==> src/rtl/shift_out_pkg.sv <==
// Shared state encoding and default sizing for the shift_out_tx serial display driver.
package shift_out_pkg;

  localparam logic [1:0] ST_IDLE     = 2'd0;
  localparam logic [1:0] ST_SHIFT_LO = 2'd1;
  localparam logic [1:0] ST_SHIFT_HI = 2'd2;
  localparam logic [1:0] ST_LATCH    = 2'd3;

  localparam int DEF_WIDTH   = 16;
  localparam int DEF_CLK_DIV = 4;

  typedef enum logic [1:0] {
    S_IDLE     = ST_IDLE,
    S_SHIFT_LO = ST_SHIFT_LO,
    S_SHIFT_HI = ST_SHIFT_HI,
    S_LATCH    = ST_LATCH
  } state_t;

endpackage

==> src/rtl/phase_tick_div.sv <==
// Phase timer: reloads to CLK_DIV-1 on restart, counts down, and ticks on the last cycle of a phase.
module phase_tick_div
  import shift_out_pkg::*;
#(
  parameter int CLK_DIV = DEF_CLK_DIV
) (
  input  logic Clk,
  input  logic Rst_n,
  input  logic restart,
  output logic tick
);

  localparam int            CW   = $clog2(CLK_DIV + 1);
  localparam logic [CW-1:0] LOAD = CW'(CLK_DIV - 1);

  logic [CW-1:0] cnt;

  // Parks at zero between phases, so a phase that is not restarted leaves it cleared.
  always_ff @(posedge Clk or negedge Rst_n) begin
    if (!Rst_n) begin
      cnt <= '0;
    end else if (restart) begin
      cnt <= LOAD;
    end else if (cnt != '0) begin
      cnt <= cnt - 1'b1;
    end
  end

  assign tick = (cnt == '0);

endmodule

==> src/rtl/shift_out_tx.sv <==
// Parallel-to-serial driver for a 74HC595-style shift/latch chain.
// Bit order: MSB first by default; define LSB_FIRST_EN to send data_in[0] first.
//
// state      | meaning
// IDLE       | waiting for start; done pulses here for one cycle after a transfer
// SHIFT_LO   | sclk low for CLK_DIV cycles, sdata set up for the next rising edge
// SHIFT_HI   | sclk high for CLK_DIV cycles, chain samples sdata
// LATCH      | sclk low, latch high for CLK_DIV cycles, sdata holds last bit
module shift_out_tx
  import shift_out_pkg::*;
#(
  parameter int WIDTH   = DEF_WIDTH,
  parameter int CLK_DIV = DEF_CLK_DIV
) (
  input  logic             Clk,
  input  logic             Rst_n,
  input  logic [WIDTH-1:0] data_in,
  input  logic             start,
  output logic             busy,
  output logic             done,
  output logic             sclk,
  output logic             sdata,
  output logic             latch
);

  localparam int            BW       = $clog2(WIDTH + 1);
  localparam logic [BW-1:0] LAST_BIT = BW'(WIDTH - 1);

  state_t           state;
  logic [WIDTH-1:0] shreg;
  logic [WIDTH-1:0] shreg_nxt;
  logic [BW-1:0]    bit_cnt;
  logic             load_bit;
  logic             next_bit;
  logic             tick;
  logic             div_restart;

  // Rotating rather than shifting keeps every register bit live; the wrapped bit is never sent.
`ifdef LSB_FIRST_EN
  assign load_bit  = data_in[0];
  assign shreg_nxt = {shreg[0], shreg[WIDTH-1:1]};
  assign next_bit  = shreg_nxt[0];
`else
  assign load_bit  = data_in[WIDTH-1];
  assign shreg_nxt = {shreg[WIDTH-2:0], shreg[WIDTH-1]};
  assign next_bit  = shreg_nxt[WIDTH-1];
`endif

  // Every phase except LATCH hands off to another timed phase, so only those restart the timer.
  assign div_restart = (state == S_IDLE) ? start
                     : (((state == S_SHIFT_LO) || (state == S_SHIFT_HI)) && tick);

  phase_tick_div #(
    .CLK_DIV (CLK_DIV)
  ) u_div (
    .Clk     (Clk),
    .Rst_n   (Rst_n),
    .restart (div_restart),
    .tick    (tick)
  );

  always_ff @(posedge Clk or negedge Rst_n) begin
    if (!Rst_n) begin
      state   <= S_IDLE;
      shreg   <= '0;
      bit_cnt <= '0;
      busy    <= 1'b0;
      done    <= 1'b0;
      sclk    <= 1'b0;
      sdata   <= 1'b0;
      latch   <= 1'b0;
    end else begin
      done <= 1'b0;
      case (state)
        S_IDLE: begin
          if (start) begin
            state <= S_SHIFT_LO;
            shreg <= data_in;
            sdata <= load_bit;
            sclk  <= 1'b0;
            busy  <= 1'b1;
          end
        end
        S_SHIFT_LO: begin
          if (tick) begin
            state <= S_SHIFT_HI;
            sclk  <= 1'b1;
          end
        end
        S_SHIFT_HI: begin
          if (tick) begin
            sclk <= 1'b0;
            if (bit_cnt == LAST_BIT) begin
              state   <= S_LATCH;
              latch   <= 1'b1;
              bit_cnt <= '0;
            end else begin
              state   <= S_SHIFT_LO;
              bit_cnt <= bit_cnt + 1'b1;
              shreg   <= shreg_nxt;
              sdata   <= next_bit;
            end
          end
        end
        S_LATCH: begin
          if (tick) begin
            state <= S_IDLE;
            latch <= 1'b0;
            busy  <= 1'b0;
            done  <= 1'b1;
          end
        end
        default: state <= S_IDLE;
      endcase
    end
  end

endmodule
==> config.mk <==
export PLATFORM = sky130hd
export DESIGN_NAME = shift_out_tx
export DESIGN_NICKNAME = d
export VERILOG_FILES = /design/src/rtl/shift_out_pkg.sv /design/src/rtl/phase_tick_div.sv /design/src/rtl/shift_out_tx.sv
export SDC_FILE = /design/constraint.sdc
export NUM_CORES = 1
export LEC_CHECK = 0
export ABC_CLOCK_PERIOD_IN_PS = 3390
export CAP_MARGIN = 20
export CORE_MARGIN = 1.5
export CORE_UTILIZATION = 25
export CTS_CLUSTER_SIZE = 16
export DETAILED_ROUTE_END_ITERATION = 6
export SYNTH_ARGS = -nofsm -noshare
export SYNTH_HDL_FRONTEND = slang
export SYNTH_HIERARCHICAL = 1
export SYNTH_SLANG_ARGS = --single-unit
==> constraint.sdc <==
create_clock -name Clk -period 3.39 [get_ports Clk]
set_input_delay 0.678 -clock Clk [delete_from_list [all_inputs] [get_ports Clk]]
set_output_delay 0.678 -clock Clk [all_outputs]
set_load 0.05 [all_outputs]
==> key figures <==
Synth
  – Post-Synth Adder-Cell Area: around 6.5%
  – Simple-Gate Fraction of Synth Area: 16.9%
  – Largest family of logic cells by synthesized area: compound AO/OA/AOI/OAI gates
  – Register area share after synthesis: a little under 50%
  – Area share of the largest cell type after synthesis: between 40% and 50%
  – Mux contribution to synthesized area: 2.60%
  – Area leader, netlist: dfrtp_1
  – YS warnings: 6
  – Post-synthesis xor/xnor area fraction: less than 1%
  – Mapped cell area: 0.00154 mm²
  – Post-Syn Area per Cell: approximately 11 µm²
  – Compound-gate portion of the synthesized area: roughly 20%
  – Synthesized flop and latch total: 30
  – Cells after synthesis: between 100 and 150
  – Unique masters post-synth: 34
  – Synth top area cells: dfrtp_1 (49%), o221a_2 (11%), ha_1 (6.5%)
  – Post-Syn Nets: 163

Layout
  – Most common cell after layout, fill and taps aside: dfrtp_1
  – Area grow syn2layout: 28.9%
  – Most frequent cells in the layout: dfrtp_1 (30), clkdlybuf4s50_1 (23), o221a_2 (15), nand2b_1 (13), inv_1 (9)
  – Ant. Diodes: 0
  – Layout cells sized above 1: approximately 17%
  – Fillers: between 500 and 600
  – Nets: approximately 190

Global routing
  – Global-route wire length before repair: between 5000 and 6000 µm
  – Initial antenna violation count: 0
  – GRT Total Usage: around a tenth
  – Vias in the first global route: 1076
  – Total gr overflow: 0
  – Pin count of the biggest net entering global routing: 31

Clocking
  – Longest Clk Path Bufs: 2
  – # hold bufs at CTS: 0
  – Root Driver: clkbuf_8
  – Clk_lat worst skew: ~0.28 ns
  – Post-CTS setup buffer count: 0
  – Clock sink count: 30
  – CTS resizes: 0
  – CTS buffer count: 5
  – TritonCTS clock tree: done
  – Worst-path clk slew: about 0.070 ns
  – CTS H-tree lvls: 2

Timing
  – Setup-failing EPs final: 0
  – RSZ-0062 raised after global routing: no
  – Max_slew headroom: 56.3%
  – Hold Vio Cnt, Final: 0
  – Setup TNS: 0 ns
  – Final period util: roughly 67%
  – Final Critical Period: between 2 and 2.5 ns
  – Max Fclk: approximately 440 MHz
  – Worst setup margin: 1.12 ns
  – Setup Skew: 0.00962 ns
  – Fin. max-slew vios: 0
  – Tightest Pin Transition: 0.654 ns

Die
  – Die Width: between 80 and 90 µm
  – Core area: about 0.006 mm²
  – Area of the die: 0.00664 mm²
  – Rows: 28
  – Die height: between 80 and 90 µm
  – IO Pins: 24
  – Starting density of the core: around a quarter

Worst setup path
  – CP endpoint kind: flip-flop
  – Critical path startpoint category: input port
  – Worst Path Required: 3.56 ns
  – Critical path type: input port to flip-flop
  – WP data arrival: approximately 2.4 ns
  – Crit-path max FO: 15

Detailed routing
  – DRT iter0 DRCs: 47
  – Vias post-DR: ~1100
  – DR WL/cell: about 13 µm
  – First-pass iteration count of the detailed router: 4
  – DRT Wirelength: 3080 µm
  – Post-DRT Antenna Nets: 0
  – DR vias/cell: between 4 and 5
  – # DRC: 0

Place
  – Setup WS pre-CTS: about 0.84 ns
  – Dpl hpwl: 2180 µm
  – IO buf count: 23
  – Final Wtd Congestion: ~0.80

Min path
  – Hold Crit Class: flip-flop to flip-flop

Power and ir drop
  – Leak: 0.804 nW
  – Peak VDD IR: between 400 and 500 µV
  – Pwr dens: a little under 900 mW/mm²

Run
  – Max cap viols: 0

Outcome
  – Outcome: complete, no violations
[final timing paths]
| path | from | to | slack (ns) | depth (start not counted) |
|---|---|---|---|---|
| setup reg to reg | state[0]$_DFFE_PN0P_ | shreg[13]$_DFFE_PN0P_ | 1.19 | 5 |
| max in group asynchronous | Rst_n | done$_DFF_PN0_ | 2.31 | 2 |
| hold reg to reg | shreg[3]$_DFFE_PN0P_ | shreg[3]$_DFFE_PN0P_ | 0.51 | 1 |
| min in group asynchronous | Rst_n | shreg[7]$_DFFE_PN0P_ | 0.79 | 2 |
| hold / removal | shreg[3]$_DFFE_PN0P_ | shreg[3]$_DFFE_PN0P_ | 0.51 | 1 |
| setup / recovery | start | shreg[13]$_DFFE_PN0P_ | 1.12 | 4 |
[synth_stat cells]
library cell and count:
dfrtp_1 30, o221a_2 15, nand2b_1 13, inv_1 9, ha_1 8, nand2_1 7, nor2_1 6, a21oi_1 4
a31oi_1 4, mux2i_1 4, or2b_1 4, nor2b_1 3, o21ai_0 3, a21o_1 2, and4_1 2, buf_2 2
clkbuf_1 2, nand3_1 2, a2111oi_0 1, a211oi_4 1, a21oi_2 1, a2bb2oi_1 1, and2b_2 1, and3b_1 1
buf_6 1, nand3b_1 1, nand4_1 1, nand4b_1 1, nor3_1 1, o211ai_1 1, o2bb2ai_1 1, o32a_1 1
or3b_1 1, xnor2_1 1
[area by class of cell]
cell class	instances	area, µm²	area share, %
tap	75	93.8	4.73
timing repair buffer	24	238	12.0
clock inverter	2	60.1	3.03
clock buffer	6	82.6	4.16
sequential	30	751	37.8
inverter	9	33.8	1.70
multi-input combinational	92	726	36.6
[registers in the layout (all words and copies together) (netlist names)]
| signal | cells |
|---|---|
| busy | 1 |
| u_div/cnt | 3 |
| shreg | 15 |
| latch | 1 |
| sdata | 1 |
| state | 2 |
| done | 1 |
| bit_cnt | 5 |
| sclk | 1 |
[where the power goes]
| part | switching [mW] | internal [mW] |
|---|---|---|
| clock | 0.134 | 0.313 |
| combinational | 0.365 | 0.328 |
| sequential | 0.0861 | 0.492 |
| total | 0.585 | 1.13 |
[worst max-delay path: stages]
cell	delay, ns
clkdlybuf4s50_1	0.53
nand2b_1	0.22
nand4_1	0.53
o221a_2	0.47
[through the flow]
step	utilization (%)	power [mW]	instances	instance area, µm²	hold WS, ns
2_1_floorplan	-	1.13	136	1540	0.382
3_3_place_gp	31.1	1.27	230	1840	0.497
3_5_place_dp	31.1	1.28	230	1840	0.497
4_1_cts	33.5	1.74	238	1980	0.506
5_1_grt	33.5	1.86	238	1980	0.521
6_report	33.5	1.72	238	1980	0.509
[logic make-up after synthesis]
kind of cell | Yosys count
xor gates and xnor gates | 1
AOI/OAI and AO/OA | 35
adders and majority gates | 8
and+or+nand+nor | 44
DFF | 30
muxes | 4
buffers and inverters | 14
[metal layers]
metal	vias up	GRT usage, %	part of all wire [%]
li1	549	-	-
met1	528	15.1	49
met2	27	14.6	44
met3	5	3.67	5.4
met4	0	4.66	1.5
met5	-	0	0
(Power assumes the default switching activity.)
